### src/rtl/vu_pkg.sv
`default_nettype none
// ============================================================================
//  Module   : vu_pkg
//  Purpose  : Shared vector-unit constants and the carry-save pair type used
//             by the CSA tree and the carry-propagate resolve stage.
//  Revision : 1.0 - initial release
// ============================================================================
package vu_pkg;

  // Width of the CSA tree datapath.
  localparam int c_csa_w = 48;
  // Default width of the low segment resolved in the first pipeline stage.
  localparam int c_split = 24;
  // Width of the sideband tag travelling with each transaction.
  localparam int c_tag_w = 4;

  // One carry-save vector pair as produced by the CSA tree.
  typedef struct packed {
    logic [c_csa_w-1:0] sum;
    logic [c_csa_w-1:0] carry;
  } cs_pair_t;

endpackage
`default_nettype wire

### src/rtl/cs_resolve_stage.sv
`default_nettype none
// ============================================================================
//  Module   : cs_resolve_stage
//  Purpose  : Registered W-bit segment adder with carry-in/carry-out, a valid
//             bit and an opaque pass-through payload, advanced by an enable.
//  Revision : 1.0 - initial release
// ============================================================================
module cs_resolve_stage #(
  parameter int W  = 24,
  parameter int PW = 1
) (
  input  logic          clk,
  input  logic          rst,
  input  logic          i_en,
  input  logic          i_valid,
  input  logic [W-1:0]  i_a,
  input  logic [W-1:0]  i_b,
  input  logic          i_cin,
  input  logic [PW-1:0] i_pass,
  output logic          o_valid,
  output logic [W-1:0]  o_sum,
  output logic          o_cout,
  output logic [PW-1:0] o_pass
);

  // Segment add is done one bit wider so the carry-out falls out naturally.
  logic [W:0] w_sum_full;
  assign w_sum_full = {1'b0, i_a} + {1'b0, i_b} + {{W{1'b0}}, i_cin};

  // Capture the segment result, payload and valid whenever the stage advances.
  always_ff @(posedge clk) begin
    if (rst) begin
      o_valid <= 1'b0;
      o_sum   <= '0;
      o_cout  <= 1'b0;
      o_pass  <= '0;
    end else if (i_en) begin
      o_valid <= i_valid;
      o_sum   <= w_sum_full[W-1:0];
      o_cout  <= w_sum_full[W];
      o_pass  <= i_pass;
    end
  end

endmodule
`default_nettype wire

### src/rtl/cs_resolve_pipe.sv
`default_nettype none
// ============================================================================
//  Module   : cs_resolve_pipe
//  Purpose  : Resolves a carry-save (sum, carry) pair into a binary result
//             with a 2-stage pipelined carry-propagate adder split at SPLIT.
//             Valid/ready on both sides, full throughput, lossless stalls.
//  Revision : 1.0 - initial release
// ============================================================================
module cs_resolve_pipe
  import vu_pkg::*;
#(
  parameter int BITS  = c_csa_w,
  parameter int SPLIT = c_split,
  parameter int TAG_W = c_tag_w
) (
  input  logic             clk_i,
  input  logic             rst_i,
  input  logic             valid_i,
  output logic             ready_o,
  input  logic [BITS-1:0]  sum_i,
  input  logic [BITS-1:0]  carry_i,
  input  logic [TAG_W-1:0] tag_i,
  output logic             valid_o,
  input  logic             ready_i,
  output logic [BITS-1:0]  result_o,
  output logic             carry_out_o,
  output logic [TAG_W-1:0] tag_o
);

  localparam int c_hw  = BITS - SPLIT;       // high segment width
  localparam int c_pw1 = 2 * c_hw + TAG_W;   // stage-1 payload: sum_hi, carry_hi, tag
  localparam int c_pw2 = SPLIT + TAG_W;      // stage-2 payload: lo result, tag

  // Pipeline advance enables. An empty stage always advances, which is what
  // collapses bubbles; ready_o is therefore combinational from ready_i.
  logic w_en1, w_en2;
  logic w_v1;

  assign w_en2   = !valid_o || ready_i;
  assign w_en1   = !w_v1 || w_en2;
  assign ready_o = w_en1;

  // Stage 1: low segment add, high halves and tag carried forward raw.
  logic [SPLIT-1:0] w_lo1;
  logic             w_c1;
  logic [c_pw1-1:0] w_pass1;

  cs_resolve_stage #(
    .W  (SPLIT),
    .PW (c_pw1)
  ) u_stage1 (
    .clk     (clk_i),
    .rst     (rst_i),
    .i_en    (w_en1),
    .i_valid (valid_i),
    .i_a     (sum_i[SPLIT-1:0]),
    .i_b     (carry_i[SPLIT-1:0]),
    .i_cin   (1'b0),
    .i_pass  ({sum_i[BITS-1:SPLIT], carry_i[BITS-1:SPLIT], tag_i}),
    .o_valid (w_v1),
    .o_sum   (w_lo1),
    .o_cout  (w_c1),
    .o_pass  (w_pass1)
  );

  logic [c_hw-1:0]  w_sum_hi1;
  logic [c_hw-1:0]  w_carry_hi1;
  logic [TAG_W-1:0] w_tag1;

  assign w_sum_hi1   = w_pass1[c_pw1-1 -: c_hw];
  assign w_carry_hi1 = w_pass1[TAG_W +: c_hw];
  assign w_tag1      = w_pass1[TAG_W-1:0];

  // Stage 2: high segment add with the registered inter-segment carry;
  // its registers are the block outputs.
  logic [c_hw-1:0]  w_hi2;
  logic [c_pw2-1:0] w_pass2;

  cs_resolve_stage #(
    .W  (c_hw),
    .PW (c_pw2)
  ) u_stage2 (
    .clk     (clk_i),
    .rst     (rst_i),
    .i_en    (w_en2),
    .i_valid (w_v1),
    .i_a     (w_sum_hi1),
    .i_b     (w_carry_hi1),
    .i_cin   (w_c1),
    .i_pass  ({w_lo1, w_tag1}),
    .o_valid (valid_o),
    .o_sum   (w_hi2),
    .o_cout  (carry_out_o),
    .o_pass  (w_pass2)
  );

  assign result_o = {w_hi2, w_pass2[c_pw2-1 -: SPLIT]};
  assign tag_o    = w_pass2[TAG_W-1:0];

endmodule
`default_nettype wire

### config.mk
export PLATFORM = sky130hd
export DESIGN_NAME = cs_resolve_pipe
export DESIGN_NICKNAME = d
export VERILOG_FILES = /design/src/rtl/vu_pkg.sv /design/src/rtl/cs_resolve_stage.sv /design/src/rtl/cs_resolve_pipe.sv
export SDC_FILE = /design/constraint.sdc
export NUM_CORES = 1
export LEC_CHECK = 0
export BUFFER_PORTS_ARGS = -buffer_cell sky130_fd_sc_hd__buf_4
export CAP_MARGIN = 20
export CORE_MARGIN = 8
export CORE_UTILIZATION = 25
export DETAILED_ROUTE_END_ITERATION = 10
export PLACE_DENSITY = 0.39
export RECOVER_POWER = 25
export SYNTH_ARGS = -nofsm -noshare
export SYNTH_HDL_FRONTEND = slang
export SYNTH_SLANG_ARGS = --single-unit
### constraint.sdc
create_clock -name clk_i -period 3 [get_ports clk_i]
set_input_delay 0.15 -clock clk_i [delete_from_list [all_inputs] [get_ports clk_i]]
set_output_delay 0.15 -clock clk_i [all_outputs]
set_load 0.02 [all_outputs]
==> key figures, run 1 <==
Pwr
  • Seq pwr share: between 30% and 40%
  • Pleak: 3.963 nW
  • Switch Pwr: approximately 0.0015 W
  • PD cells: ~550 mW/mm2
  • Combinational share of power: between 15 and 20%
  • Clock power share: between 40% and 50%
  • Worst vdd ir: between 200 and 300 uV
  • Pint: 0.003602 W
  • Net Sw Frac: between 20% and 30%

Placed design
  • DP HPWL: 17350 um
  • RePlAce Congestion: around 0.8
  • PortBufs: 158
  • Post-DP Area: about 0.0084 mm2

Critical path
  • Nature of the critical path startpoint: flip-flop
  • Crit Path Class: reg -> reg
  • Crit-path max FO: 5
  • Required @ worst endpoint: approximately 3.3 ns
  • Setup crit end kind: flip-flop
  • Crit path DAT: around 3.2 ns

Hold path
  • Hold Crit Class: in -> reg

Logic synthesis
  • Synth Net Count: ~1000
  • Area leader, netlist: dfxtp_1
  • Post-synth EDFFs: 0
  • Sequential share of the synthesized area: 38.62%
  • Mapped Cells: ~870
  • #FFs+latches synth: ~130
  • Ys Warns: 0
  • Synth top area cells: dfxtp_1 39%, nand2_1 13%, a21oi_1 10%
  • Mapped cell area: around 0.007 mm2
  • Ys flop type: dfxtp_1
  • Yosys cell types: a little over 60
  • Synth top area share: 38.62%
  • FFs w/ async S/R, synth: 0%
  • Mapped Avg Cell Area: approximately 7.9 um2

Die
  • Die height: approximately 180 um
  • Die width: roughly 180 um
  • Initial core utilization: between 20% and 30%
  • Row count: 60
  • Die area: about 0.033 mm2
  • IO Count: around 160
  • CORE AREA: ~0.027 mm2

Timing
  • Final Cycle Share: between 90% and 100%
  • Slew Limit Fails: 0
  • Measured slew at the worst slew-check pin: slightly below 0.7 ns
  • Final min period: ~2.8 ns
  • RSZ-0062 raised after global routing: false
  • Relative slew slack: 54.71%
  • # setup viols final: 0
  • FMAX: between 300 and 400 MHz
  • Final Hold Fails: 0
  • Worst clock skew: between 0.007 and 0.008 ns
  • Setup TNS: 0 ns

Drt
  • DRC: 0
  • DRT Pass-1 Iters: 5
  • 1st-iter DRT viols: 271
  • Post-DR wirelength/cell: about 17 um
  • Antenna Nets Post-Route: 0
  • Total number of vias: 6570
  • DR vias/cell: around 4.7
  • Post-Route WL: around 23000 um

Final layout
  • Layout cell share with drive strength beyond 1: between 10% and 20%
  • Fin nets: around 1200
  • Layout fillers: 2887
  • Synthesis-to-finish area growth: 34.55%
  • Final core occ: approximately a third
  • Commonest non-fill, non-tap cell in the layout: nand2_1
  • Design Area, Final: a little over 0.009 mm2
  • Most frequent cells in the layout: 233 x nand2_1, 138 x a21oi_1, 132 x dfxtp_1, 126 x buf_4
  • # diodes: 0

Clock network
  • H-tree depth: 4
  • TritonCTS Buffers: 17
  • CTS tree: yes
  • Clock Latency Late Sink: about 0.42 ns
  • Longest Clk Path Bufs: 2
  • CTS clk-pin slew, worst paths: around 0.06 ns
  • Clock sink total: roughly 130
  • Root buf cell: clkbuf_16

GRT
  • First-pass GRT wire length: about 37000 um
  • Initial antenna violation count: 0
  • Total grt overflow: 0
  • Largest net degree at the start of global routing: 43
  • Vias in the first global route: around 6700
  • All-layer global routing usage: 13.99%

Status
  • Status: completed

Flow run
  • # Max-Cap Violations: 0
[what timing repair did]
| action | in CTS | in global routing |
|---|---|---|
| resized for setup | 0 | 1 |
| buffers inserted | 0 | 3 |
| hold buffers | 39 | 0 |
| endpoints found under the setup margin | 0 | 1 |
| hold endpoints to repair | 39 | 0 |
[power by group through the flow]
stage	Combinational [W]	Clock, W	Sequential, W
after floorplan	0.000541	0	0.00209
after global placement	0.00101	0	0.00205
after detailed placement	0.00101	0	0.00204
after CTS	0.00105	0.00218	0.00201
after global routing	0.00111	0.00226	0.00202
final	0.000995	0.00210	0.00200
[critical path, cell delays in order (launching register included)]
cell and delay [ns]:
dfxtp_1 0.33, fa_2 0.42, fa_1 0.41, a21o_1 0.23, a221oi_4 0.32, a31oi_4 0.15, a21oi_4 0.26, nor2_2 0.07
or3_1 0.30, a32o_1 0.25
[stage by stage]
step           std cells  hold slack [ns]  power, W  setup WS, ns
6_report            1403          0.01007  0.005103        0.1600
3_5_place_dp        1329           0.3866  0.003050        0.1105
4_1_cts             1400        0.0004435  0.005241       0.09340
2_1_floorplan        865           0.2707  0.002633        0.2733
5_1_grt             1403         0.006829  0.005390       0.05005
3_3_place_gp        1329           0.3806  0.003056        0.1240
[layout make-up]
class,instances,area [um2],share of cell area [%]
Inverter,13,48.80,0.5301
Clock buffer,19,442.9,4.812
Tap cell,341,426.7,4.635
Clock inverter,13,150.1,1.631
Timing Repair Buffer,211,1509,16.39
Multi-Input combinational cell,674,3985,43.29
Sequential cell,132,2643,28.71
[worst paths after layout]
kind | start | to | slack [ns] | cells past startpoint
setup reg to reg | u_stage1.o_pass[4] | u_stage2.o_sum[18] | 0.16 | 9
hold reg to reg | u_stage2.o_pass[2] | u_stage2.o_pass[2] | 0.45 | 2
setup / recovery | u_stage1.o_pass[4] | u_stage2.o_sum[18] | 0.16 | 9
hold / removal | tag_i[3] | u_stage1.o_pass[3] | 0.01 | 3
[layer usage]
| layer | global-route usage [%] | wire, um | vias up |
|---|---|---|---|
| li1 | - | - | 3413 |
| met1 | 17.42 | 10710 | 3027 |
| met2 | 23.49 | 11080 | 111 |
| met3 | 3.653 | 1140 | 19 |
| met4 | 3.936 | 276 | 0 |
| met5 | 0 | 0 | - |
[registers in the layout (all words and copies together) (netlist names)]
name / count
u_stage2.o_pass: 28
u_stage1.o_cout: 1
u_stage1.o_pass: 52
u_stage2.o_valid: 1
u_stage2.o_sum: 24
u_stage2.o_cout: 1
u_stage1.o_valid: 1
u_stage1.o_sum: 24
[cells by family (layout without fill, tap and decap cells)]
group	count (synthesis)	after routing	synth area share, %
buf+inv	59	256	3.328
xor+xnor	29	29	3.713
mux	5	5	0.7316
simple gates	335	335	20.79
flops	132	132	38.62
compound gates	255	255	23.34
fa+ha+maj	50	50	9.473
[cells in the mapped netlist (6+ instances only)]
| cell type | n |
|---|---|
| nor3_1 | 9 |
| inv_1 | 12 |
| or3_1 | 6 |
| a22o_1 | 9 |
| a211oi_1 | 9 |
| o21ai_0 | 27 |
| xnor2_1 | 20 |
| nor2b_1 | 6 |
| o21bai_1 | 8 |
| a31oi_1 | 6 |
| dfxtp_1 | 132 |
| nor2_1 | 31 |
| a21oi_1 | 138 |
| nand3_1 | 13 |
| nand2_1 | 233 |
| xor2_1 | 9 |
| ha_1 | 47 |
| a21o_1 | 11 |
| nand2b_1 | 7 |
| clkbuf_1 | 38 |
| nand4_1 | 11 |
Power figures use the tool's default switching activity.
==> inputs of run 2 (changes only) <==
Settings changed: CTS_BUF_LIST set to sky130_fd_sc_hd__clkbuf_8, PLACE_DENSITY 0.39 to unset.
==> run 2 against run 1 <==
Against the previous run: first-iteration DRC count grew 20%; critical path depth is the same; count of clock-buffer cells in the layout shrank 2; sequential share of layout area grew 0.21 points; worst hold slack gained 0.091 ns; worst setup slack lost 0.011 ns; cell area shrank 0.72%.
==> key figures, run 2 (synthesized netlist as in run 1, its figures left out) <==
Status
  • Status: completed (unchanged)

Final layout
  • # diodes: 0 (unchanged)
  • Layout fillers: 2887 (unchanged)
  • Fin nets: 1215 (was 1203)
  • Commonest non-fill, non-tap cell in the layout: nand2_1 (unchanged)
  • Largest registers: u_stage1.o_pass x52, u_stage2.o_pass x28 (unchanged)
  • Most flop-heavy register: u_stage1.o_pass (unchanged)
  • Synthesis-to-finish area growth: 33.58% (was 34.55%)
  • Largest register FFs: 52 (unchanged)
  • Most frequent cells in the layout: 233 x nand2_1, 138 x a21oi_1, 132 x dfxtp_1, 124 x buf_4, 53 x dlygate4sd3_1 (was 233 x nand2_1, 138 x a21oi_1, 132 x dfxtp_1, 126 x buf_4)
  • Layout cell share with drive strength beyond 1: 15.74% (was 16.10%)
  • Final core occ: 33.91% (was 34.16%)
  • Design Area, Final: 0.009139 mm2 (was 0.009205 mm2)

Die
  • Initial core utilization: 25.39% (unchanged)
  • CORE AREA: 0.02695 mm2 (unchanged)
  • Die width: 181.4 um (unchanged)
  • IO Count: 159 (unchanged)
  • Die height: 181.4 um (unchanged)
  • Die area: 0.03292 mm2 (unchanged)
  • Row count: 60 (unchanged)

Placed design
  • RePlAce Congestion: 0.8726 (was 0.7873)
  • Place WS: 0.1709 ns (was 0.1105 ns)
  • PortBufs: 158 (unchanged)
  • Post-DP Area: 0.008377 mm2 (was 0.008369 mm2)
  • DP HPWL: 16150 um (was 17350 um)

GRT
  • Initial antenna violation count: 0 (unchanged)
  • Total grt overflow: 0 (unchanged)
  • Largest net degree at the start of global routing: 53 (was 43)
  • All-layer global routing usage: 13.16% (was 13.99%)
  • First-pass GRT wire length: 35270 um (was 37060 um)
  • Vias in the first global route: 6679 (was 6726)

Critical path
  • Crit Path Class: reg -> reg (unchanged)
  • CP max-delay cell: fa_1 (was fa_2)
  • Nature of the critical path startpoint: flip-flop (unchanged)
  • Setup crit end kind: flip-flop (unchanged)
  • CP cell instances: fa_1 > fa_1 > a21o_1 > a221oi_4 > a31oi_4 > a21oi_4 > nor2_2 > or3_1 > a32o_1 (was fa_2 > fa_1 > a21o_1 > a221oi_4 > a31oi_4 > a21oi_4 > nor2_2 > or3_1 > a32o_1)
  • Crit path DAT: 3.20 ns (was 3.15 ns)
  • Crit-path max FO: 4 (was 5)
  • Required @ worst endpoint: 3.35 ns (was 3.31 ns)
  • Critical path's largest stage delay: 0.47 ns (was 0.42 ns)
  • Buf/Inv on CP: 0 (unchanged)
  • Top delay family on crit path: compound AO/OA/AOI/OAI gates (unchanged)
  • Most used cell, CP: fa_1

Pwr
  • Pint: 0.003108 W (was 0.003602 W)
  • Switch Pwr: 0.001454 W (was 0.001501 W)
  • Seq pwr share: 43.8% (was 39.3%)
  • PD cells: 499.2 mW/mm2 (was 554.4 mW/mm2)
  • Combinational share of power: 21.9% (was 19.5%)
  • Net Sw Frac: 31.87% (was 29.42%)
  • Worst vdd ir: 242.6 uV (was 269.4 uV)
  • Pleak: 3.936 nW (was 3.963 nW)
  • Clock power share: 34.4% (was 41.2%)

Clock network
  • Root buf cell: clkbuf_8 (was clkbuf_16)
  • CTS clk-pin slew, worst paths: 0.09 ns (was 0.06 ns)
  • Clock sink total: 132 (unchanged)
  • TritonCTS Buffers: 17 (unchanged)
  • H-tree depth: 4 (unchanged)
  • Clock Latency Late Sink: 0.45 ns (was 0.42 ns)
  • Longest Clk Path Bufs: 2 (unchanged)
  • CTS tree: yes (unchanged)

Timing
  • Relative slew slack: 49.15% (was 54.71%)
  • FMAX: 350.8 MHz (was 352.1 MHz)
  • Final setup margin: 0.1492 ns (was 0.1600 ns)
  • Slew Limit Fails: 0 (unchanged)
  • Final Hold Fails: 0 (unchanged)
  • Final Cycle Share: 95.03% (was 94.67%)
  • Worst clock skew: 0.01546 ns (was 0.007208 ns)
  • Measured slew at the worst slew-check pin: 0.7599 ns (was 0.6768 ns)
  • Setup TNS: 0 ns (unchanged)
  • RSZ-0062 raised after global routing: false (unchanged)
  • Final min period: 2.851 ns (was 2.840 ns)
  • # setup viols final: 0 (unchanged)
  • Worst hold margin: 0.1014 ns (was 0.01007 ns)

Drt
  • DRT Pass-1 Iters: 5 (unchanged)
  • Total number of vias: 6747 (was 6570)
  • Post-DR wirelength/cell: 15.56 um (was 16.54 um)
  • DR vias/cell: 4.768 (was 4.683)
  • Post-Route WL: 22010 um (was 23210 um)
  • 1st-iter DRT viols: 325 (was 271)
  • DRC: 0 (unchanged)
  • Antenna Nets Post-Route: 0 (unchanged)

Hold path
  • Hold Crit Class: in -> reg (unchanged)

Flow run
  • # Max-Cap Violations: 0 (unchanged)
[run 2: worst paths after layout]
check | from | to | slack, ns | depth (start not counted)
worst max register to register | u_stage1.o_pass[4] | u_stage2.o_sum[18] | 0.15 | 9
worst min register to register | u_stage1.o_pass[0] | u_stage2.o_pass[0] | 0.45 | 2
worst max-delay path | u_stage1.o_pass[4] | u_stage2.o_sum[18] | 0.15 | 9
worst min-delay path | carry_i[0] | u_stage1.o_sum[0] | 0.10 | 4
[run 2: through the flow]
stage,total power [W],instances
after floorplan,0.002633,865
after global placement,0.003024,1330
after detailed placement,0.003032,1330
after CTS,0.004682,1415
after global routing,0.004822,1415
final,0.004562,1415
[run 2: final cells by class]
cell class / count / area [um2] / area share (%)
clock buffers: 17 / 234.0 / 2.560
well taps: 341 / 426.7 / 4.669
flip-flops and latches: 132 / 2643 / 28.92
repair buffers: 223 / 1634 / 17.88
multi-input cells: 674 / 3983 / 43.58
clock inverters: 15 / 170.2 / 1.862
inverters: 13 / 48.80 / 0.5340
[run 2: per-layer routing]
metal | track usage (%) | part of all wire (%) | vias up
li1 | - | - | 3439
met1 | 16.13 | 46 | 3161
met2 | 22.30 | 48 | 137
met3 | 3.553 | 5.0 | 10
met4 | 3.772 | 1.2 | 0
met5 | 0 | 0 | -
[run 2: power groups by stage]
stage | Sequential [W] | Combinational, W | Clock, W
floorplan | 0.00209 | 0.000541 | 0
global placement | 0.00204 | 0.000986 | 0
detailed placement | 0.00204 | 0.000990 | 0
CTS | 0.00200 | 0.00105 | 0.00163
global route | 0.00202 | 0.00111 | 0.00170
finish | 0.00200 | 0.000998 | 0.00157
[run 2: repair_timing]
action                                 4_1_cts  5_1_grt
endpoints found under the hold margin       53        0
hold buffers                                53        0
resized for setup                            0        0
setup buffers                                0        0
[run 2: worst register-to-register path: cells and delay by family, from the launching register on]
kind                     cells  cell delay (ns)
AO/OA/AOI/OAI                5             1.14
flip-flops                   1             0.34
adder cells (fa/ha/maj)      2             0.89
AND/OR/NAND/NOR              2             0.37
